## config.mk

```make
export PLATFORM = sky130hd
export DESIGN_NAME = mix_columns_seq
export DESIGN_NICKNAME = d
export VERILOG_FILES = /design/src/rtl/aes_pkg.sv /design/src/rtl/mix_single_column.sv /design/src/rtl/mix_columns_seq.sv
export SDC_FILE = /design/constraint.sdc
export NUM_CORES = 1
export LEC_CHECK = 0
export BUFFER_PORTS_ARGS = -buffer_cell sky130_fd_sc_hd__buf_2
export CAP_MARGIN = 20
export CORE_MARGIN = 2
export CORE_UTILIZATION = 30
export CTS_BUF_LIST = sky130_fd_sc_hd__clkbuf_2 sky130_fd_sc_hd__clkbuf_4 sky130_fd_sc_hd__clkbuf_8
export CTS_CLUSTER_DIAMETER = 60
export DETAILED_ROUTE_END_ITERATION = 7
export GPL_ROUTABILITY_DRIVEN = 0
export RECOVER_POWER = 100
export SLEW_MARGIN = 25
export SYNTH_ARGS = -nofsm -noshare
export SYNTH_HDL_FRONTEND = slang
export SYNTH_SLANG_ARGS = --single-unit
export TNS_END_PERCENT = 5
```

## constraint.sdc

```tcl
create_clock -name clk -period 3.1 [get_ports clk]
set_clock_uncertainty 0.2 [all_clocks]
set_input_delay 0.62 -clock clk [delete_from_list [all_inputs] [get_ports clk]]
set_output_delay 0.62 -clock clk [all_outputs]
set_load 0.02 [all_outputs]
```

## src/rtl/aes_pkg.sv

```systemverilog
// Shared AES types, FSM states and GF(2^8) helpers for the MixColumns datapath.
// Pure declarations; no latency and no flow control of its own.
// Used by mix_single_column and mix_columns_seq.
package aes_pkg;

  typedef logic [127:0] state_t;
  typedef logic [31:0]  col_t;

  localparam logic [7:0] AES_POLY = 8'h1B;
  localparam int         NCOL     = 4;

  typedef enum logic [1:0] {IDLE, BUSY, DONE} fsm_t;

  function automatic logic [7:0] xtime(input logic [7:0] x);
    return {x[6:0], 1'b0} ^ (x[7] ? AES_POLY : 8'h00);
  endfunction

  // Multiply by a 4-bit constant as a sum of x, 2x, 4x, 8x.
  function automatic logic [7:0] gf_mul(input logic [7:0] x, input logic [3:0] k);
    logic [7:0] x2, x4, x8;
    x2 = xtime(x);
    x4 = xtime(x2);
    x8 = xtime(x4);
    return (k[0] ? x : 8'h00) ^ (k[1] ? x2 : 8'h00) ^
           (k[2] ? x4 : 8'h00) ^ (k[3] ? x8 : 8'h00);
  endfunction

endpackage

```

## src/rtl/mix_single_column.sv

```systemverilog
// One-column (Inv)MixColumns mixer; inverse selected by inv when MIX_COLUMNS_INV_EN is defined.
// Purely combinational, zero latency.
// No flow control; the caller sequences columns through it.
module mix_single_column
  import aes_pkg::*;
(
`ifdef MIX_COLUMNS_INV_EN
  input  logic inv,
`endif
  input  col_t col,
  output col_t mixed
);

  // Row-0 coefficients packed {c0,c1,c2,c3}; row i uses them rotated right by i.
  logic [15:0] coefs;

`ifdef MIX_COLUMNS_INV_EN
  assign coefs = inv ? 16'hEBD9 : 16'h2311;
`else
  assign coefs = 16'h2311;
`endif

  always_comb begin
    mixed = '0;
    for (int i = 0; i < 4; i++) begin
      for (int j = 0; j < 4; j++) begin
        mixed[31-8*i -: 8] = mixed[31-8*i -: 8] ^
                             gf_mul(col[31-8*j -: 8], coefs[15-4*((j-i+4)%4) -: 4]);
      end
    end
  end

endmodule

```

## src/rtl/mix_columns_seq.sv

```systemverilog
// Iterative AES MixColumns, one column per clock; inverse via inv under MIX_COLUMNS_INV_EN.
// Latency: accept at E0, columns written E1..E4, out_valid registered high after E4.
// Backpressure: result held in DONE until out_ready; in_ready follows out_ready there for back-to-back.
module mix_columns_seq
  import aes_pkg::*;
(
`ifdef MIX_COLUMNS_INV_EN
  input  logic         inv,
`endif
  input  logic         clk,
  input  logic         reset,
  input  logic         in_valid,
  output logic         in_ready,
  input  logic [127:0] in_data,
  output logic         out_valid,
  input  logic         out_ready,
  output logic [127:0] out_data
);

  fsm_t       st;
  logic [1:0] col_cnt;
  state_t     work;
  state_t     next_work;
  col_t       cur_col;
  col_t       mixed;
  logic       inv_q;

`ifdef MIX_COLUMNS_INV_EN
  logic inv_d;
  assign inv_d = inv;
`else
  logic inv_d;
  assign inv_d = 1'b0;
`endif

  mix_single_column u_mix (
`ifdef MIX_COLUMNS_INV_EN
    .inv   (inv_q),
`endif
    .col   (cur_col),
    .mixed (mixed)
  );

  always_comb begin
    cur_col   = work[127:96];
    next_work = work;
    case (col_cnt)
      2'd0: begin cur_col = work[127:96]; next_work[127:96] = mixed; end
      2'd1: begin cur_col = work[95:64];  next_work[95:64]  = mixed; end
      2'd2: begin cur_col = work[63:32];  next_work[63:32]  = mixed; end
      default: begin cur_col = work[31:0]; next_work[31:0] = mixed; end
    endcase
  end

  assign in_ready = (st == IDLE) || ((st == DONE) && out_ready);

  always_ff @(posedge clk) begin
    if (reset) begin
      st        <= IDLE;
      col_cnt   <= 2'd0;
      work      <= '0;
      inv_q     <= 1'b0;
      out_valid <= 1'b0;
      out_data  <= '0;
    end else begin
      case (st)
        IDLE: begin
          if (in_valid) begin
            work    <= in_data;
            inv_q   <= inv_d;
            col_cnt <= 2'd0;
            st      <= BUSY;
          end
        end
        BUSY: begin
          work    <= next_work;
          col_cnt <= col_cnt + 2'd1;
          if (col_cnt == 2'(NCOL - 1)) begin
            st        <= DONE;
            out_valid <= 1'b1;
            out_data  <= next_work;
          end
        end
        DONE: begin
          // in_valid is only honoured on the same edge the result drains.
          if (out_ready) begin
            out_valid <= 1'b0;
            if (in_valid) begin
              work    <= in_data;
              inv_q   <= inv_d;
              col_cnt <= 2'd0;
              st      <= BUSY;
            end else begin
              st <= IDLE;
            end
          end
        end
        default: st <= IDLE;
      endcase
    end
  end

  // inv_q is only consumed by the mixer when the inverse option is built in.
`ifndef MIX_COLUMNS_INV_EN
  logic unused_inv;
  assign unused_inv = inv_q;
`endif

endmodule

```

==> summary.md <==
| Metric | Value |
|---|---|
| Grt ovf | `0` |
| Netlist Area Pre-Place | `13,120 um^2` |
| Hold_sp | `in_data[77]` |
| Vias | `13,800` |
| Post-Syn Instances | `1,481` |
| Crit path kind | `register to register` |
| Avg Cell Area, Syn | `8.856 um^2` |
| DRC violations left | `0` |
| Reg2reg start | `col_cnt[0]` |
| Worst skew pair latency | `0.59 ns` |
| WP data required | `3.31 ns` |
| Pleak | `0.006742 uW` |
| Kind of cell adding the most delay to the critical path | `buffers and inverters` |
| PD cells | `798.0 nW/um^2` |
| Hold depth | `3` |
| Tmin final | `3.087 ns` |
| Sequential-to-total area share from yosys stat | `39.84%` |
| CP Capture Type | `register` |
| Peak fanout along the critical path | `14` |
| Root Driver | `clkbuf_8` |
| Post-synth net total | `1,618` |
| Slew Viols, Final | `0` |
| Crit-path cells | `buf_4, ha_4, buf_12, buf_12, a222oi_1, buf_4, buf_4, xor2_1, o21ai_0, xnor2_2, buf_6, o22ai_1` |
| CTS tree | `yes` |
| Commonest non-fill, non-tap cell in the layout | `buf_2` |
| CP most frequent cell | `buf_4` |
| WP data arrival | `3.30 ns` |
| Seq cells post-synth | `261` |
| Crit path largest cell delay | `0.49 ns` |
| Slew of the pin with the lowest slew margin | `0.9640 ns` |
| Initial antenna violation count | `4` |
| Main synth FF type | `dfxtp_1` |
| Nets | `1,927` |
| Period utilisation layout | `99.58%` |
| Distinct cells, synth | `40` |
| Chip height | `213.1 um` |
| Filler cells | `4,229` |
| Tot Pwr | `13,970 uW` |
| Hold WC Path Type | `input pin to register` |
| H-tree depth | `2` |
| Die W | `213.1 um` |
| Row count | `76` |
| Outcome | `finished clean` |
| Antenna viol nets, final | `0` |
| CP Launch Type | `register` |
| Fin. Hold Viols | `0` |
| Fmax | `0.3239 GHz` |
| Non-filler instance count after layout | `2,411` |
| Clk sinks | `261` |
| RSZ-0062 raised after global routing | `true` |
| Setup-failing EPs final | `0` |
| Layout cells sized above 1 | `32.60%` |
| R2R setup slack | `0.01 ns` |
| Drt pass-1 iters | `7` |
| Gr usage total | `24.60%` |
| R2R cell count | `12` |
| Routed len/inst | `24.21 um` |
| Most frequent cells in the layout | `buf_2, dfxtp_1, o22ai_1` |
| Critical Path Start | `col_cnt[0]` |
| Max Cap Viol | `0` |
| Total CTS buffers | `45` |
| Area grow syn2layout | `33.46%` |
| Die Footprint | `45,410 um^2` |
| Initial core utilization | `30.45%` |
| First-pass GRT wire length | `83.63 mm` |
| CP max stage cell | `a222oi_1` |
| DP Cell Count | `2,313` |
| Clk slew on worst S/H paths | `0.06 ns` |
| Largest net degree at the start of global routing | `92` |
| HPWL after DPL | `41.86 mm` |
| Worst vdd ir | `0.0005957 V` |
| Asr flop ratio synth | `0%` |
| R2r endpoint | `work[46]` |
| WL final | `58.36 mm` |
| Rel. slew slack | `35.74%` |
| Clock Path Buffers | `3` |
| Port Buffer Count | `261` |
| EDFF count, synth | `0` |
| Initial DRC count | `1,765` |
| Synth Warn # | `0` |
| Worst Hold Path EP | `work[77]` |
| Num ports | `262` |
| DR vias/cell | `5.724` |
| Buf/Inv on CP | `6` |
| Total core area | `43,080 um^2` |
| Vias in the first global route | `13,140` |
## logic make-up (layout without fill, tap and decap cells)
kind of cell | Yosys count | count (layout) | synth area share, %
AOI/OAI and AO/OA | 559 | 559 | 29.10
xor gates and xnor gates | 174 | 174 | 12.24
adders and majority gates | 5 | 5 | 0.4770
buffers and inverters | 169 | 513 | 5.008
DFF | 261 | 261 | 39.84
muxes | 15 | 15 | 1.259
other | 0 | 1 | 0
and+or+nand+nor | 298 | 298 | 12.08
## routing by layer
metal | share of wire [%] | GRT usage [%]
met3 | 9.5 | 5.324
met5 | 0.022 | 0
met4 | 3.6 | 9.887
met1 | 42 | 33.21
met2 | 45 | 38.03
## cells in the mapped netlist (2+ instances only)
| cell | number | area [um^2] |
|---|---|---|
| o21ai_0 | 35 | 175.2 |
| xnor2_1 | 116 | 1016 |
| nor3b_1 | 112 | 840.8 |
| a22oi_1 | 85 | 638.1 |
| clkbuf_1 | 143 | 536.8 |
| o22ai_1 | 192 | 1201 |
| o32ai_1 | 4 | 35.03 |
| mux2i_1 | 12 | 120.1 |
| buf_1 | 6 | 22.52 |
| o21ai_1 | 8 | 40.04 |
| nor2b_1 | 4 | 25.02 |
| o21a_1 | 5 | 37.54 |
| dfxtp_1 | 261 | 5225 |
| o2bb2ai_1 | 5 | 43.79 |
| nand2_1 | 46 | 172.7 |
| xor2_1 | 49 | 429.2 |
| mux2_2 | 2 | 22.52 |
| a222oi_1 | 32 | 320.3 |
| xnor2_2 | 7 | 113.9 |
| ha_1 | 5 | 62.56 |
| a211oi_1 | 4 | 30.03 |
| and2_1 | 5 | 31.28 |
| a21oi_1 | 129 | 645.6 |
| buf_2 | 6 | 30.03 |
| a2111oi_0 | 32 | 280.3 |
| o21ai_2 | 5 | 43.79 |
| nor2_1 | 116 | 435.4 |
| buf_6 | 2 | 22.52 |
| inv_1 | 11 | 41.29 |
| nor3_1 | 12 | 60.06 |
| a2111oi_2 | 20 | 300.3 |
| a21o_1 | 2 | 15.01 |
## stage by stage
step / area (um^2) / utilization, % / TNS, ns / setup WS, ns / hold WS (ns)
after global placement: 15790 / 36.65 / -1.723 / -0.1262 / 0.2936
after floorplan: 13120 / - / 0 / 0.06712 / 0.2847
after CTS: 16970 / 39.39 / -1.036 / -0.06466 / 0.1253
after detailed placement: 15790 / 36.65 / -4.357 / -0.2493 / 0.2932
final: 17510 / 40.64 / 0 / 0.01304 / 0.1488
after global routing: 17510 / 40.64 / -1.028 / -0.07613 / 0.1386
## report_power, final
part | internal [uW] | leakage, uW | switching [uW]
clock | 2290 | 0.000564 | 1500
sequential | 3560 | 0.00213 | 236
combinational | 2640 | 0.00405 | 3750
## flip-flops by register name, summed over array words and instances (netlist names)
register / count
work: 128
out_valid: 1
col_cnt: 2
st: 2
out_data: 128
## worst min-delay path, stage by stage
cell     delay [ns]
buf_2          0.09
a22oi_1        0.07
o22ai_1        0.12
## layout make-up
cell class / count / area, um^2 / share of cell area, %
clock inverters: 9 / 177.7 / 1.015
multi-input cells: 1051 / 7694 / 43.95
inverters: 12 / 45.04 / 0.2573
repair buffers: 419 / 2708 / 15.47
well taps: 585 / 732.0 / 4.181
flip-flops and latches: 261 / 5230 / 29.88
clock buffers: 73 / 917.1 / 5.239
diodes: 1 / 2.502 / 0.01429
## timing repair
action / in CTS / in global routing
cloned: 0 / 1
hold buffers: 0 / 0
gates resized for setup: 18 / 89
setup endpoints to repair: 72 / 178
setup buffers: 2 / 12
pin swaps: 5 / 22
## worst max path at each step
stage,endpoint,slack (ns),cells after the start
2_1_floorplan,out_data[110],0.07,10
3_3_place_gp,work[108],-0.13,11
3_5_place_dp,work[121],-0.25,11
4_1_cts,out_data[99],-0.06,11
5_1_grt,work[115],-0.08,12
6_report,work[46],0.01,12
Power figures use the tool's default switching activity.
